### config.mk
export PLATFORM = sky130hd
export DESIGN_NAME = remote_transmitter
export DESIGN_NICKNAME = d
export VERILOG_FILES = /design/src/rtl/remote_pkg.sv /design/src/rtl/reset_sync.sv /design/src/rtl/remote_transmitter.sv
export SDC_FILE = /design/constraint.sdc
export NUM_CORES = 1
export LEC_CHECK = 0
export ABC_CLOCK_PERIOD_IN_PS = 1700
export CORE_MARGIN = 1
export CORE_UTILIZATION = 40
export CTS_CLUSTER_DIAMETER = 100
export DETAILED_ROUTE_END_ITERATION = 6
export HOLD_SLACK_MARGIN = 0.05
export PLACE_DENSITY = 0.57
export REMOVE_ABC_BUFFERS = 1
export SLEW_MARGIN = 15
export SYNTH_ARGS = -nofsm -noshare
export SYNTH_HDL_FRONTEND = slang
export SYNTH_SLANG_ARGS = --single-unit
### constraint.sdc
create_clock -name Clock -period 1.7 [get_ports Clock]
set_input_delay 0.17 -clock Clock [delete_from_list [all_inputs] [get_ports Clock]]
set_output_delay 0.17 -clock Clock [all_outputs]
set_load 0.03 [all_outputs]
### src/rtl/remote_pkg.sv
// Definitions shared by the remote-control transmitter and receiver:
// FSM encodings, frame geometry and the frame builder.
package remote_pkg;

    typedef enum logic [1:0] {
        ST_IDLE  = 2'b00,
        ST_SHIFT = 2'b01,
        ST_GAP   = 2'b10
    } tx_state_e;

    localparam int FRAME_BITS       = 32;
    localparam int BIT_CLKS_DEFAULT = 8;
    localparam int GAP_BITS_DEFAULT = 2;

    // Field positions inside the 32-bit frame (bit 31 is the start marker).
    localparam int START_POS = 31;
    localparam int ADDR_MSB  = 30;
    localparam int ADDR_LSB  = 16;
    localparam int DATA_MSB  = 15;
    localparam int DATA_LSB  = 8;
    localparam int INV_MSB   = 7;
    localparam int INV_LSB   = 0;

    function automatic logic [FRAME_BITS-1:0] build_frame(input logic [14:0] addr,
                                                          input logic [7:0]  code);
        logic [FRAME_BITS-1:0] f;
        f                    = '0;
        f[START_POS]         = 1'b0;
        f[ADDR_MSB:ADDR_LSB] = addr;
        f[DATA_MSB:DATA_LSB] = code;
        f[INV_MSB:INV_LSB]   = ~code;
        return f;
    endfunction

endpackage

### src/rtl/reset_sync.sv
// Reset synchroniser: asserts asynchronously, releases two Clock edges
// after Reset is removed.
module reset_sync (
    input  logic Clock,
    input  logic Reset,
    output logic rst_sync_o
);

    logic [1:0] sync_q;

    always_ff @(posedge Clock or posedge Reset) begin
        if (Reset) begin
            sync_q <= 2'b11;
        end else begin
            sync_q <= {sync_q[0], 1'b0};
        end
    end

    assign rst_sync_o = sync_q[1];

endmodule

### src/rtl/remote_transmitter.sv
// Serial remote-control transmitter: sends a 32-bit frame MSB first,
// BIT_CLKS cycles per bit, followed by GAP_BITS idle-high bit times.
//
// state    | meaning
// ---------+------------------------------------------------------
// ST_IDLE  | line high, waiting for Send; Done pulses on entry from GAP
// ST_SHIFT | shifting the latched frame out, bit 31 first
// ST_GAP   | line high, inter-frame spacing, still Busy
module remote_transmitter
    import remote_pkg::*;
#(
    parameter int BIT_CLKS = BIT_CLKS_DEFAULT,
    parameter int GAP_BITS = GAP_BITS_DEFAULT
) (
    input  logic        Clock,
    input  logic        Reset,
    input  logic        Send,
    input  logic [7:0]  Tecla,
    input  logic [14:0] Address,
    output logic        Serial,
    output logic        Busy,
    output logic        Done
);

    localparam int GAP_CLKS = GAP_BITS * BIT_CLKS;
    localparam int BW       = (BIT_CLKS > 1) ? $clog2(BIT_CLKS) : 1;
    localparam int GW       = (GAP_CLKS > 1) ? $clog2(GAP_CLKS) : 1;
    localparam bit HAS_GAP  = (GAP_CLKS > 0);

    localparam logic [BW-1:0] BIT_LOAD = BW'(BIT_CLKS - 1);
    localparam logic [GW-1:0] GAP_LOAD = GW'((GAP_CLKS > 0) ? GAP_CLKS - 1 : 0);
    localparam logic [4:0]    IDX_TOP  = 5'(FRAME_BITS - 1);

    logic                  rst_sync;
    tx_state_e             state_q;
    logic [FRAME_BITS-1:0] frame_q;
    logic [FRAME_BITS-1:0] frame_d;
    logic [BW-1:0]         bit_tmr_q;
    logic [GW-1:0]         gap_tmr_q;
    logic [4:0]            idx_q;
    logic                  serial_q;
    logic                  busy_q;
    logic                  done_q;

    reset_sync u_reset_sync (
        .Clock      (Clock),
        .Reset      (Reset),
        .rst_sync_o (rst_sync)
    );

    assign frame_d = build_frame(Address, Tecla);

    // Timers count down and act on reaching zero; the frame is captured
    // once at acceptance so input changes while Busy are harmless.
    always_ff @(posedge Clock or posedge rst_sync) begin
        if (rst_sync) begin
            state_q   <= ST_IDLE;
            frame_q   <= '0;
            bit_tmr_q <= '0;
            gap_tmr_q <= '0;
            idx_q     <= '0;
            serial_q  <= 1'b1;
            busy_q    <= 1'b0;
            done_q    <= 1'b0;
        end else begin
            done_q <= 1'b0;
            case (state_q)
                ST_IDLE: begin
                    if (Send) begin
                        frame_q   <= frame_d;
                        serial_q  <= frame_d[FRAME_BITS-1];
                        bit_tmr_q <= BIT_LOAD;
                        idx_q     <= IDX_TOP;
                        busy_q    <= 1'b1;
                        state_q   <= ST_SHIFT;
                    end
                end
                ST_SHIFT: begin
                    if (bit_tmr_q == '0) begin
                        bit_tmr_q <= BIT_LOAD;
                        if (idx_q == '0) begin
                            serial_q <= 1'b1;
                            if (HAS_GAP) begin
                                gap_tmr_q <= GAP_LOAD;
                                state_q   <= ST_GAP;
                            end else begin
                                busy_q  <= 1'b0;
                                done_q  <= 1'b1;
                                state_q <= ST_IDLE;
                            end
                        end else begin
                            idx_q    <= idx_q - 5'd1;
                            serial_q <= frame_q[idx_q - 5'd1];
                        end
                    end else begin
                        bit_tmr_q <= bit_tmr_q - 1'b1;
                    end
                end
                ST_GAP: begin
                    if (gap_tmr_q == '0) begin
                        busy_q  <= 1'b0;
                        done_q  <= 1'b1;
                        state_q <= ST_IDLE;
                    end else begin
                        gap_tmr_q <= gap_tmr_q - 1'b1;
                    end
                end
                default: begin
                    serial_q <= 1'b1;
                    busy_q   <= 1'b0;
                    state_q  <= ST_IDLE;
                end
            endcase
        end
    end

    assign Serial = serial_q;
    assign Busy   = busy_q;
    assign Done   = done_q;

endmodule

==> results.cfg <==
[logic_synthesis]
synth_area_leaders = dfrtp_1, nand2_1, dfstp_2, mux2i_1, o21ai_0
ys_warn_count = 0
synth_area_sq_um = 2540
synth_edf_count = 0
synth_adder_area_share = 0.01970
synth-seq-area-share = 0.4941
synth-simple-area-share = 0.2374
synthArstFlopShare = 1.000
synth_compound_area_frac = 0.1123
synthMuxAreaShare = 0.06897
synth_ff_type = dfrtp_1
synth_top_area_frac = 0.4631
ys_ff_latch = 50
synth_top_family_by_area = simple AND/OR/NAND/NOR gates
synth_top_area_cell = dfrtp_1
synth_cell_types = 47
synthXorXnorAreaFrac = 0.01330
synth.avg_cell_area_sq_um = 9.372
postSynthCellCount = 271

[flow_run]
maxCapViolations = 0

[worst_setup_path]
path_cells = inv_2, ha_4, buf_8, mux4_2, nor2_1, nor2_1, a21oi_1, o31ai_1
worstPathMaxFanout = 8
worstSetupStartpoint = idx_q[0]$_DFFE_PP0P_
r2r_end = Serial$_DFFE_PP1P_
path_common_cell = nor2_1
reg2reg_from = idx_q[0]$_DFFE_PP0P_
rrSetupSlack_ns = -0.07
r2r_cells = 8
critPathKind = register to register
crit_arrival_ns = 1.99
slowest_delay_ns = 0.49
crit_end = Serial$_DFFE_PP1P_
cp_slowest_cell = mux4_2
cp-start-kind = register
crit_required_ns = 1.92
critPathCaptureType = register

[place]
hpwl_um = 3723
gp_congestion = 0.7888
dpl-instance-area_sq_um = 3012
numPortBuffers = 28
dp.cells = 381

[sta]
finalSetupViolCount = 5
final.setup.tns_ns = -0.1526
min_period_ns = 1.770
fin_skew_ns = 0.008531
fin_crit_sh = 1.041
layout_setup_ws_ns = -0.07040
rsz0062_at_grt = yes
fmaxAchievable_ghz = 0.5648
worst_hold_slack_ns = 0.1791
drv_slew = 0
finalHoldViolCount = 0

[global_route]
top_usage_layer = met2
use_met1 = 0.2661
grt_max_degree = 49
grt_pass1_vias = 1863
antenna_found_initial = 0
grtUsageMet3 = 0.03444
grt_pass1_wl_um = 9025
track_usage = 0.1822
grt_overflow = 0
use_met2 = 0.2700

[drt]
avgRoutedWirePerCell_um = 13.31
vias = 1956
wl_um = 5189
ant_nets = 0
drtPass1Iterations = 4
drc_errors = 0
vias_per_cell = 5.015
drtIter0Drc = 85

[clock_network]
clk-insertion-delay-late_ns = 0.31
clockBufferDepth = 2
cts_buffers = 5
cts_hold_buf = 0
path_clk_slew_ns = 0.09
cts_root_buffer = clkbuf_8
cts_tree = done
h-tree-depth = 2
clock-sinks = 50

[floorplan]
die_area_sq_um = 6672
io_pins = 29
core-area_sq_um = 6026
start_util = 0.4215
die_x_um = 81.69
rows = 28
fp.dieH_um = 81.69

[finish]
synthToLayoutAreaGrowth_pct = 25.12
fillCellCount = 599
fin_area_sq_um = 3178
nets = 344
final_cells = 390
n_antenna_cell = 0
drive_above_1_share = 0.1810

[run_status]
status = finished, violations left
failed_checks = setup timing

[power]
vdd_drop_max_mv = 0.6866
power_uw = 5375
power_density_nw_per_um2 = 1691
p_leak_uw = 0.001433

[worst_hold_path]
hold_class = primary input to async pin
cell usage after synthesis (all sizes together), types with 3 or more instances:
library cell / number
nand3b: 3
ha: 4
nor2: 17
mux4: 4
mux2i: 7
nor2b: 3
buf: 8
a21oi: 6
nor3: 7
inv: 11
dfstp: 3
o21a: 3
nand2b: 4
o21ai: 14
a31oi: 7
clkbuf: 7
dfrtp: 47
nand2: 88
final cells by class:
class	count	area, sq um	share of cell area
clock buffer	6	72.57	0.02283
clock inverter	2	15.01	0.004724
inverter	11	41.29	0.01299
multi-input combinational	195	1216	0.3827
sequential	50	1255	0.3949
tap	75	93.84	0.02953
timing repair buffer	51	484.2	0.1524
worst min-delay path by stage:
stage                                                start                                to  slack [ns]  cells past startpoint
after floorplan                                      Reset  u_reset_sync.sync_q[0]$_DFF_PP1_        0.08                      1
after global placement    u_reset_sync.sync_q[1]$_DFF_PP1_                  Busy$_DFFE_PP0P_        0.30                      2
after detailed placement  u_reset_sync.sync_q[1]$_DFF_PP1_          bit_tmr_q[1]$_DFFE_PP0P_        0.30                      2
after CTS                                            Reset  u_reset_sync.sync_q[1]$_DFF_PP1_        0.18                      2
after global routing                                 Reset  u_reset_sync.sync_q[0]$_DFF_PP1_        0.20                      2
final                                                Reset  u_reset_sync.sync_q[0]$_DFF_PP1_        0.18                      2
cell families after synthesis:
logic type	count (synthesis)
AOI/OAI and AO/OA	43
muxes	12
adders and majority gates	4
xor gates and xnor gates	3
DFF	50
and+or+nand+nor	132
other	1
buffers and inverters	26
routing by layer:
layer / share of wire / vias up / wire length [um]
met3: 0.029 / 5 / 148
met4: 0.016 / 0 / 81
met1: 0.50 / 921 / 2605
li1: - / 996 / -
met2: 0.45 / 34 / 2354
met5: 0 / - / 0
registers in the layout, indices dropped and copies added (netlist names):
register	flops
bit_tmr_q	3
u_reset_sync.sync_q	2
Busy	1
state_q	2
idx_q	5
frame_q	31
gap_tmr_q	4
Done	1
Serial	1
worst max-delay path: cells and delay by family, from the launching register on:
family / cells / cell delay [ns]
compound gates: 2 / 0.21
fa+ha+maj: 1 / 0.27
buf+inv: 2 / 0.19
flops: 1 / 0.37
mux: 1 / 0.49
simple gates: 2 / 0.16
what timing repair did:
item,in CTS,in global routing
pin swaps,3,4
endpoints found under the setup margin,10,9
buffers inserted,1,0
endpoints found under the hold margin,0,0
gates resized for setup,8,12
cell usage in the layout (no fill, tap or decap), types with 2 or more instances in the layout:
cell type and n:
nand2_1 88, dfstp_2 3, nor3_4 2, mux2i_1 6, dfrtp_1 47, buf_4 20
nor3_1 5, nor2b_1 3, ha_1 2, clkbuf_8 5, nand2b_1 4, nand3b_1 3
o311ai_0 2, a21oi_1 4, o21a_1 3, inv_1 8, o21ai_0 13, a31oi_1 6
inv_2 3, nor2_2 2, ha_4 2, clkinvlp_4 2, o31ai_1 2, clkdlybuf4s50_1 27
a2111oi_1 2, o22a_1 2, mux4_2 3, nor2_1 15, buf_12 2
metrics by stage:
step                setup slack, ns  utilization
floorplan                   -0.5535            -
global placement            -0.1373       0.4998
detailed placement          -0.1750       0.4998
CTS                        -0.05560       0.5206
global route                -0.1438       0.5274
finish                     -0.07040       0.5274
report_power, final:
group          switching, uW  total [uW]  internal (uW)
Sequential               321        2020           1690
Combinational           1330        2670           1340
Clock                    397         688            290
Total                   2050        5380           3320
Note: power is estimated with default switching activity, not from simulation.
